<file path="src/rtl/iru_pkg.sv">
// Shared constants, state encoding and address helper for the 20x20 window rotation engine.
package iru_pkg;

    localparam int IRU_DIM     = 20;
    localparam int IRU_NUM_PIX = 400;
    localparam int IRU_ADDR_W  = 9;
    localparam int IRU_ANGLE_W = 36;
    localparam int IRU_COORD_W = 5;

    typedef enum logic [2:0] {
        IDLE    = 3'd0,
        ISSUE   = 3'd1,
        FETCH   = 3'd2,
        PRESENT = 3'd3,
        DONE    = 3'd4
    } iru_rot_state_t;

    // Row-major linear address of a pixel inside the window.
    function automatic logic [IRU_ADDR_W-1:0] iru_lin_addr(
        input logic [IRU_COORD_W-1:0] row,
        input logic [IRU_COORD_W-1:0] col
    );
        return IRU_ADDR_W'(row) * IRU_ADDR_W'(IRU_DIM) + IRU_ADDR_W'(col);
    endfunction

endpackage

</file>
<file path="src/rtl/iru_raster_counter.sv">
// Row-major raster position over the 20x20 window with a flag for the final pixel.
module iru_raster_counter
    import iru_pkg::*;
(
    input  logic                   clk,
    input  logic                   rst_n,
    input  logic                   clear,
    input  logic                   advance,
    output logic [IRU_COORD_W-1:0] row,
    output logic [IRU_COORD_W-1:0] col,
    output logic                   last
);

    localparam logic [IRU_COORD_W-1:0] MAX_IDX = IRU_COORD_W'(IRU_DIM - 1);

    always_ff @(posedge clk or negedge rst_n) begin
        if (!rst_n) begin
            row <= '0;
            col <= '0;
        end else if (clear) begin
            row <= '0;
            col <= '0;
        end else if (advance) begin
            if (col == MAX_IDX) begin
                col <= '0;
                row <= (row == MAX_IDX) ? '0 : row + 1'b1;
            end else begin
                col <= col + 1'b1;
            end
        end
    end

    assign last = (row == MAX_IDX) && (col == MAX_IDX);

endmodule

</file>
<file path="src/rtl/iru_rot_engine.sv">
// Rotated-window pixel fetcher: walks the destination raster, asks the rotation unit for a source
// coordinate, reads it (or substitutes FILL_VALUE) and streams it out. Optional macro IRU_ROT_OOB_STATS_EN.
module iru_rot_engine
    import iru_pkg::*;
#(
    parameter logic [7:0] FILL_VALUE = 8'h00
) (
    input  logic                   clk,
    input  logic                   rst_n,
    input  logic                   start,
    input  logic [IRU_ANGLE_W-1:0] angle,
    output logic                   busy,
    output logic                   done,
    output logic [IRU_ANGLE_W-1:0] comp_angle,
    output logic [IRU_COORD_W-1:0] comp_row_d,
    output logic [IRU_COORD_W-1:0] comp_col_d,
    input  logic                   comp_valid,
    input  logic [IRU_COORD_W-1:0] comp_row_q,
    input  logic [IRU_COORD_W-1:0] comp_col_q,
    output logic                   src_rd_en,
    output logic [IRU_ADDR_W-1:0]  src_rd_addr,
    input  logic [7:0]             src_rd_data,
    output logic                   pix_valid,
    input  logic                   pix_ready,
    output logic [7:0]             pix_data,
    output logic [IRU_ADDR_W-1:0]  pix_addr
`ifdef IRU_ROT_OOB_STATS_EN
    ,
    output logic [IRU_ADDR_W-1:0]  oob_count
`endif
);

    iru_rot_state_t         state_reg;
    logic                   fill_reg;
    logic [IRU_COORD_W-1:0] row;
    logic [IRU_COORD_W-1:0] col;
    logic                   last;
    logic                   accept;
    logic                   handshake;
    logic                   cnt_advance;

    assign accept      = (state_reg == IDLE) && start;
    assign handshake   = (state_reg == PRESENT) && pix_valid && pix_ready;
    assign cnt_advance = handshake && !last;

    iru_raster_counter u_raster (
        .clk     (clk),
        .rst_n   (rst_n),
        .clear   (accept),
        .advance (cnt_advance),
        .row     (row),
        .col     (col),
        .last    (last)
    );

    assign comp_row_d = row;
    assign comp_col_d = col;

    // The rotation unit answers combinationally, so the read must be issued in the same cycle.
    assign src_rd_en   = (state_reg == ISSUE) && comp_valid;
    assign src_rd_addr = src_rd_en ? iru_lin_addr(comp_row_q, comp_col_q) : '0;

    always_ff @(posedge clk or negedge rst_n) begin
        if (!rst_n) begin
            state_reg  <= IDLE;
            fill_reg   <= 1'b0;
            busy       <= 1'b0;
            done       <= 1'b0;
            comp_angle <= '0;
            pix_valid  <= 1'b0;
            pix_data   <= '0;
            pix_addr   <= '0;
        end else begin
            done <= 1'b0;
            case (state_reg)
                IDLE: begin
                    if (start) begin
                        comp_angle <= angle;
                        busy       <= 1'b1;
                        state_reg  <= ISSUE;
                    end
                end
                ISSUE: begin
                    fill_reg <= !comp_valid;
                    if (comp_valid) begin
                        state_reg <= FETCH;
                    end else begin
                        pix_data  <= FILL_VALUE;
                        pix_valid <= 1'b1;
                        pix_addr  <= iru_lin_addr(row, col);
                        state_reg <= PRESENT;
                    end
                end
                FETCH: begin
                    pix_data  <= src_rd_data;
                    pix_valid <= 1'b1;
                    pix_addr  <= iru_lin_addr(row, col);
                    state_reg <= PRESENT;
                end
                PRESENT: begin
                    if (pix_ready) begin
                        pix_valid <= 1'b0;
                        if (last) begin
                            busy      <= 1'b0;
                            done      <= 1'b1;
                            state_reg <= DONE;
                        end else begin
                            state_reg <= ISSUE;
                        end
                    end
                end
                DONE: begin
                    state_reg <= IDLE;
                end
                default: begin
                    state_reg <= IDLE;
                end
            endcase
        end
    end

`ifdef IRU_ROT_OOB_STATS_EN
    // Counts emitted fill pixels; holds after the window so software can read it.
    always_ff @(posedge clk or negedge rst_n) begin
        if (!rst_n) begin
            oob_count <= '0;
        end else if (accept) begin
            oob_count <= '0;
        end else if (handshake && fill_reg) begin
            oob_count <= oob_count + 1'b1;
        end
    end
`endif

endmodule

</file>
<file path="config.mk">
export PLATFORM = sky130hd
export DESIGN_NAME = iru_rot_engine
export DESIGN_NICKNAME = d
export VERILOG_FILES = /design/src/rtl/iru_pkg.sv /design/src/rtl/iru_raster_counter.sv /design/src/rtl/iru_rot_engine.sv
export SDC_FILE = /design/constraint.sdc
export NUM_CORES = 1
export LEC_CHECK = 0
export ABC_CLOCK_PERIOD_IN_PS = 7600
export CAP_MARGIN = 20
export CORE_UTILIZATION = 33
export DETAILED_ROUTE_END_ITERATION = 8
export DONT_BUFFER_PORTS = 1
export SLEW_MARGIN = 20
export SYNTH_ARGS = -nofsm -noshare
export SYNTH_HDL_FRONTEND = slang
export SYNTH_HIERARCHICAL = 1
export SYNTH_SLANG_ARGS = --single-unit
</file>
<file path="constraint.sdc">
create_clock -name clk -period 7.6 [get_ports clk]
set_input_delay 1.52 -clock clk [delete_from_list [all_inputs] [get_ports clk]]
set_output_delay 1.52 -clock clk [all_outputs]
set_load 0.005 [all_outputs]
</file>
# After elaboration in Yosys (flattened, before gate mapping)
# Index checks and enable logic that the tools add are counted.
# Widths: inputs -> output; s select.
# totals
inputBits,59
regBits,69
wordCells,70
# classes
add_sub_neg,4
eq_ne,9
n_mux,27
n_reduce_logical,19
multipliers,2
# ops
cell,count
$mux 5,7
$add 9x5->9,2
$mux 9,2
$pmux 9 s2,1
$pmux 8 s2,1
$mul 5x3->7 const B,2
$pmux 3 s4,1
$add 5x1->5 const B,2
$eq 5x5->1 const B,2
$mux 1,9
$mux 3,3
$mux 8,1
$ne 2x2->1 const B,4
$reduce_and 2->1,4
$reduce_bool 2->1,4
$eq 3x2->1 const B,2
$logic_and 1x1->1,6
$reduce_and 4->1,1
$eq 3x1->1 const B,1
$logic_not 3->1,1
$pmux 1 s3,1
$reduce_and 3->1,1
$reduce_bool 3->1,1
$pmux 1 s2,1
$logic_not 1->1,1

# Depth between registers and ports, before layout
# Gate-level depths: netlist of the first run.
# logic_depth
word_depth,6
ltp_mapped,9
ltp_nobuf,8

# Modules after synthesis
# The synthesis of the first run kept the hierarchy.
# by_module_without_submodules
module,seq_area_each_um2,instances,cells_per_inst,area_each_um2
iru_rot_engine,1476.4,1,218,2859.0
iru_raster_counter,250.2,1,59,564.3

# Worst setup path after synthesis of the first run
# OpenSTA, ideal clock, no wires.
# synth_timing
path_type,input-to-output
from,input comp_row_q[1]
to,output src_rd_addr[8]
path_buffers,0
arrival_time_ns,3.203
required_ns,6.080
setup_slack_ns,2.877
path_stages,7
cell_sequence,ha_1 ha_1 inv_1 fa_1 nand4b_1 xor3_1 and2_1
# synth_between
elab_chain_len,3
# synth_rtl
item,line,text
start: declaration,iru_rot_engine.sv:18,"input logic [IRU_COORD_W-1:0] comp_row_q,"
$mul 5x3->7,iru_pkg.sv:23,return IRU_ADDR_W'(row) * IRU_ADDR_W'(IRU_DIM) + IRU_ADDR_W'(col);
$add 9x5->9,iru_pkg.sv:23,
$mux 9,iru_rot_engine.sv:61,"assign src_rd_addr = src_rd_en ? iru_lin_addr(comp_row_q, comp_col_q) : '0;"
end: declaration,iru_rot_engine.sv:21,"output logic [IRU_ADDR_W-1:0] src_rd_addr,"
# No other way between the ends.

# Worst setup path after layout of the first run
# Same ends and word-level chain as after synthesis.

==> results of run 1 <==
cell type report:
| type | instances | area share (%) |
|---|---|---|
| sequential | 69 | 46.3 |
| multi-input combinational | 188 | 43.1 |
| tap | 133 | 4.46 |
| clock buffer | 12 | 3.89 |
| clock inverter | 4 | 1.28 |
| inverter | 10 | 1.01 |
per-layer routing:
layer	up-vias	track usage (%)	share of wire (%)
met1	1012	15.8	43
met5	-	0	0
met3	8	7.02	11
li1	994	-	-
met4	0	5.82	1.3
met2	117	21.5	45
worst max-delay path, stage by stage:
cell	delay (ps)
ha_1	270
ha_1	210
inv_1	70
fa_1	450
nand4b_1	240
xor3_1	360
and2_1	170
kinds of logic after synthesis:
logic type	synth area share, %
AO/OA/AOI/OAI	8.95
flip-flops	50.4
multiplexers	13.8
AND/OR/NAND/NOR	10.8
buffers and inverters	2.74
adder cells (fa/ha/maj)	9.65
XOR/XNOR	3.65
power breakdown:
group | internal (mW) | switching (mW) | total (mW)
logic | 0.157 | 0.139 | 0.296
registers | 0.517 | 0.140 | 0.657
clock network | 0.160 | 0.134 | 0.294
cell usage in the layout, fill, tap and decap left out, types with 2 or more instances in the layout:
master | Yosys | routed
inv_1 | 10 | 10
mux2_2 | 11 | 11
clkbuf_1 | 0 | 2
a21oi_1 | 15 | 15
nor2b_1 | 4 | 4
nand4_1 | 2 | 2
fa_1 | 4 | 4
clkbuf_8 | 0 | 10
nand2_1 | 13 | 13
a21o_1 | 5 | 5
or4_1 | 2 | 2
ha_1 | 20 | 20
and2_1 | 6 | 5
o21ai_1 | 3 | 3
a22o_1 | 8 | 8
a31oi_1 | 2 | 2
mux2_1 | 30 | 30
dfrtp_1 | 69 | 69
clkinv_2 | 0 | 2
nand3_1 | 5 | 5
o21ai_0 | 11 | 11
nand4bb_1 | 2 | 2
or3_1 | 4 | 4
nand4b_1 | 2 | 2
xor2_1 | 6 | 6
xnor2_1 | 3 | 3
nor2_1 | 10 | 10
through the flow:
stage / area (um^2) / setup slack (ps)
2_1_floorplan: 3420 / 2880
3_3_place_gp: 3530 / 2820
3_5_place_dp: 3530 / 2800
4_1_cts: 3730 / 2800
5_1_grt: 3730 / 2680
6_report: 3730 / 2790
worst max path at each step:
stage / to / cells past startpoint / slack [ps] / startpoint
6_report: src_rd_addr[8] / 7 / 2790 / comp_row_q[1]
5_1_grt: src_rd_addr[8] / 8 / 2680 / comp_row_q[1]
3_5_place_dp: src_rd_addr[8] / 8 / 2800 / comp_row_q[1]
3_3_place_gp: src_rd_addr[8] / 8 / 2820 / comp_row_q[1]
2_1_floorplan: src_rd_addr[8] / 7 / 2880 / comp_row_q[1]
4_1_cts: src_rd_addr[8] / 7 / 2800 / comp_row_q[1]
==> results.toml, run 1 <==
[cells_and_area]
diodes = 0
reg_top3 = "comp_angle (36), pix_addr (9), pix_data (8)"
area_growth_syn_to_layout_pct = 8.92
fill_cells = 963
largest_reg_flops = 36
largest_register = "comp_angle"
utilization_pct = 37.6
final_nets = 361
multi_input_area_um2 = 1610
layout.area.seq_um2 = 1730
drive_above_1_share_pct = 11.0
instances_no_fill = 416

[logic_synthesis]
syn_inst = 277
yosysTopAreaCell = "dfrtp_1"
syn_area_um2 = 3420
synth-edff-count = 0
synth_top_cell_area_share_pct = 50.4
ys_ff_latch = 69
ys_top_cells_by_area = "dfrtp_1, mux2_1, ha_1, mux2_2, fa_1"
synth_cell_types = 48
yosysMostFrequentCell = "dfrtp_1"
ys_seq_area_share_pct = 50.4
synthTopCellsByCount = "dfrtp_1, mux2_1, ha_1, a21oi_1, nand2_1"
avgSynthCellArea_um2 = 12.4
synth_nets = 360
synthArstFlopShare_pct = 100
synth_flop_cell = "dfrtp_1"
synth_warnings = 6

[sta]
slew_headroom_pct = 38.2
tightest_slew_ps = 926
hold_viol_final = 0
timing.fmax_ghz = 0.208
final.setup.tns_ps = 0
setup_viol = 0
post-route-min-period_ps = 4810
final.period_utilization_pct = 63.3
hold_slack_ps = 513
finClkSkew_ps = 7.76
slew_violations = 0
rsz0062_at_grt = "false"

[worst_setup_path]
path_max_fanout = 3
cp-start-kind = "input port"
worstReg2RegStart = "u_raster/col[0]"
setup.worst_path.class = "in -> out"
cp.arrival_ps = 3290
worst_setup_path_end_kind = "output pin"
critPathRequiredTime_ps = 6080
r2r_cells = 7
timing.rr.end = "u_raster/row[3]"
ff2ff_setup_slack_ps = 4690

[floorplanning]
row_count = 36
fp.dieW_um = 104
num_io_pins = 135
initial_core_util_pct = 34.5
core_um2 = 9910
die_h_um = 104
dieArea_um2 = 10800

[clocking]
cts_hold_buf = 0
htree_num_levels = 3
cts_made_buffers = 9
cts_setup_buffers = 0
clock_latency_ps = 340
cts_resized = 0
cts_sinks = 69
cts.clk_slew.worst_paths_ps = 70
root_buffer = "clkbuf_8"
cts_buffer_depth = 2
tritoncts = "done"

[power]
peakVddDrop_v = 0.0000954
powerDensity_nw_per_um2 = 334
p_total_mw = 1.25
leakagePower_nw = 1.72

[detailed_routing]
ant_nets = 0
drt-initial-drc-count = 134
drc = 0
avgRoutedWirePerCell_um = 16.7
vias = 2131
dr.pass1.iters = 4
vias_per_cell = 5.12
drt-total-wl_um = 6950

[placed_design]
routabilityCongestion = 0.709
hpwl_um = 5030
placed_cells = 400
portBuffers = 0

[flow_run]
maxCapViolCount = 0

[worst_hold_path]
min_to = "comp_angle[2]"
hold_path_depth = 1
hp-start = "comp_angle[2]"
hold_class = "reg -> reg"

[grt]
gr-total-overflow = 0
grt_start_max_net_pins = 70
antenna_found_initial = 0
grt_pass1_vias = 2224
grt_pass1_wl_um = 11400
grtUsageTotal_pct = 13.7

[outcome]
status = "finished clean"
Power figures use the tool's default switching activity.
==> inputs of run 2 (changes only) <==
Settings changed: ABC_AREA set to 1, ABC_CLOCK_PERIOD_IN_PS 7600 to 4600.
Clock period 7.6 ns to 4.6 ns, I/O delays scaled along.
==> results.toml, run 2 <==
[outcome]
status = "finished clean"

[sta]
post-route-min-period_ps = 3430
layout_setup_ws_ps = 1170
finClkSkew_ps = 6.05
timing.fmax_ghz = 0.292
slew_headroom_pct = 60.3
hold_viol_final = 0
slew_violations = 0
setup_viol = 0
tightest_slew_ps = 594
final.period_utilization_pct = 74.5
rsz0062_at_grt = "false"
final.setup.tns_ps = 0

[cells_and_area]
largest_reg_flops = 36
final_cell_mix = "nand2_1, dfrtp_1, inv_1"
largest_register = "comp_angle"
drive_above_1_share_pct = 7.57
mostFrequentLayoutCell = "nand2_1"
diodes = 0
final_nets = 527
reg_top3 = "comp_angle (36), pix_addr (9), pix_data (8)"
area_growth_syn_to_layout_pct = 8.76

[placed_design]
portBuffers = 0
routabilityCongestion = 0.738
hpwl_um = 6000
place_ws_ps = 1200

[logic_synthesis]
yosysMostFrequentCell = "nand2_1"
ys_seq_area_share_pct = 47.8
synth-edff-count = 0
syn_area_um2 = 3610
synth_top_cell_area_share_pct = 47.8
synth_cell_types = 27
synth_warnings = 6
synthTopCellsByCount = "nand2_1, dfrtp_1, inv_1, nand3_1"
synth_nets = 526
synth_flop_cell = "dfrtp_1"
avgSynthCellArea_um2 = 8.16
syn_inst = 443
ys_top_cells_by_area = "dfrtp_1, nand2_1, ha_1, inv_1, nand3_1"
ys_ff_latch = 69
yosysTopAreaCell = "dfrtp_1"
synthArstFlopShare_pct = 100

[floorplanning]
fp.dieW_um = 107
num_io_pins = 135
core_um2 = 10500
initial_core_util_pct = 34.5
row_count = 37
die_h_um = 107
dieArea_um2 = 11400

[clocking]
cts_made_buffers = 9
cts_hold_buf = 0
htree_num_levels = 3
root_buffer = "clkbuf_8"
clock_latency_ps = 360
cts_setup_buffers = 0
cts_resized = 0
cts_buffer_depth = 2
cts_sinks = 69
tritoncts = "done"
cts.clk_slew.worst_paths_ps = 90

[grt]
gr-total-overflow = 0
grtUsageTotal_pct = 15.3
grt_pass1_vias = 2654
antenna_found_initial = 0
grt_start_max_net_pins = 70
grt_pass1_wl_um = 13400

[worst_setup_path]
ff2ff_setup_slack_ps = 2270
critPathBufInv = 1
worstReg2RegStart = "u_raster/col[1]"
cp.arrival_ps = 2510
cp-start-kind = "input port"
cp-startpoint = "comp_row_q[1]"
path_max_fanout = 3
setup.worst_path.class = "in -> out"
crit_family = "adder cells"
timing.rr.end = "u_raster/col[2]"
critPathRequiredTime_ps = 3680
worst_setup_path_end_kind = "output pin"
cp_slowest_stage_delay_ps = 450
path_cells = "ha_1 > ha_1 > inv_1 > fa_1 > nor3_1 > nand2_1 > nand3_1 > nand2_1 > nor2_1"
cp-endpoint = "src_rd_addr[7]"
worst-path-stages = 9
r2r_cells = 12
critical-path-slowest-cell = "fa_1"

[power]
peakVddDrop_v = 0.000198
leakagePower_nw = 2.15
powerDensity_nw_per_um2 = 546

[detailed_routing]
drc = 0
vias_per_cell = 4.74
dr.pass1.iters = 5
ant_nets = 0
avgRoutedWirePerCell_um = 14.3
vias = 2773
drt-initial-drc-count = 125
drt-total-wl_um = 8380

[flow_run]
maxCapViolCount = 0

[worst_hold_path]
hold_class = "in -> async"
## run 2: cell count changes after synthesis, sizes merged, moves of 6 or more
cell and change:
a21oi -9, a22o -8, and2 -6, inv +37, mux2 -41, nand2 +179
nand3 +27, nor2 +13
## run 2: worst reg2reg max path: cells and delay by family, from the launching register on
| family | cells | cell delay [ps] |
|---|---|---|
| DFF | 1 | 480 |
| xor gates and xnor gates | 1 | 140 |
| buffers and inverters | 2 | 170 |
| adders and majority gates | 1 | 270 |
| and+or+nand+nor | 8 | 1220 |
## run 2: metrics by stage
step | total power [mW] | util [%] | instances | hold slack [ps] | cell area [um^2]
after floorplan | 1.45 | - | 443 | 465 | 3610
after global placement | 1.56 | 35.4 | 569 | 489 | 3700
after detailed placement | 1.59 | 35.4 | 569 | 489 | 3700
after CTS | 2.18 | 37.6 | 585 | 222 | 3930
after global routing | 2.31 | 37.6 | 585 | 215 | 3930
final | 2.15 | 37.6 | 585 | 245 | 3930
## run 2: layout make-up
cell class	instances	area [um^2]
well taps	136	170
fillers	1124	6530
flip-flops and latches	69	1730
inverters	47	176
clock inverters	7	103
multi-input cells	316	1620
repair buffers	1	7.51
clock buffers	9	124
## run 2: worst min path at each step
stage | from | to
after CTS | rst_n | comp_angle[23]
after floorplan | comp_angle[0] | comp_angle[0]
final | rst_n | comp_angle[7]
after global placement | comp_angle[9] | comp_angle[9]
after detailed placement | comp_angle[22] | comp_angle[22]
after global routing | rst_n | comp_angle[7]
## run 2: power by group
group,internal [mW],switching (mW)
registers,0.820,0.205
logic,0.177,0.366
clock network,0.313,0.265
total,1.31,0.836
## run 2: logic make-up after synthesis
logic type / after synthesis / share of synthesized area [%]
fa+ha+maj: 24 / 9.14
compound gates: 26 / 3.74
simple gates: 260 / 30.6
xor+xnor: 6 / 1.45
flops: 69 / 47.8
buf+inv: 58 / 7.30
## run 2: routing by layer
layer / wire length (um) / vias up / global-route usage (%)
li1: - / 1385 / -
met1: 3580 / 1295 / 18.4
met2: 4090 / 82 / 25.0
met3: 555 / 11 / 4.74
met4: 148 / 0 / 6.85
met5: 0 / - / 0
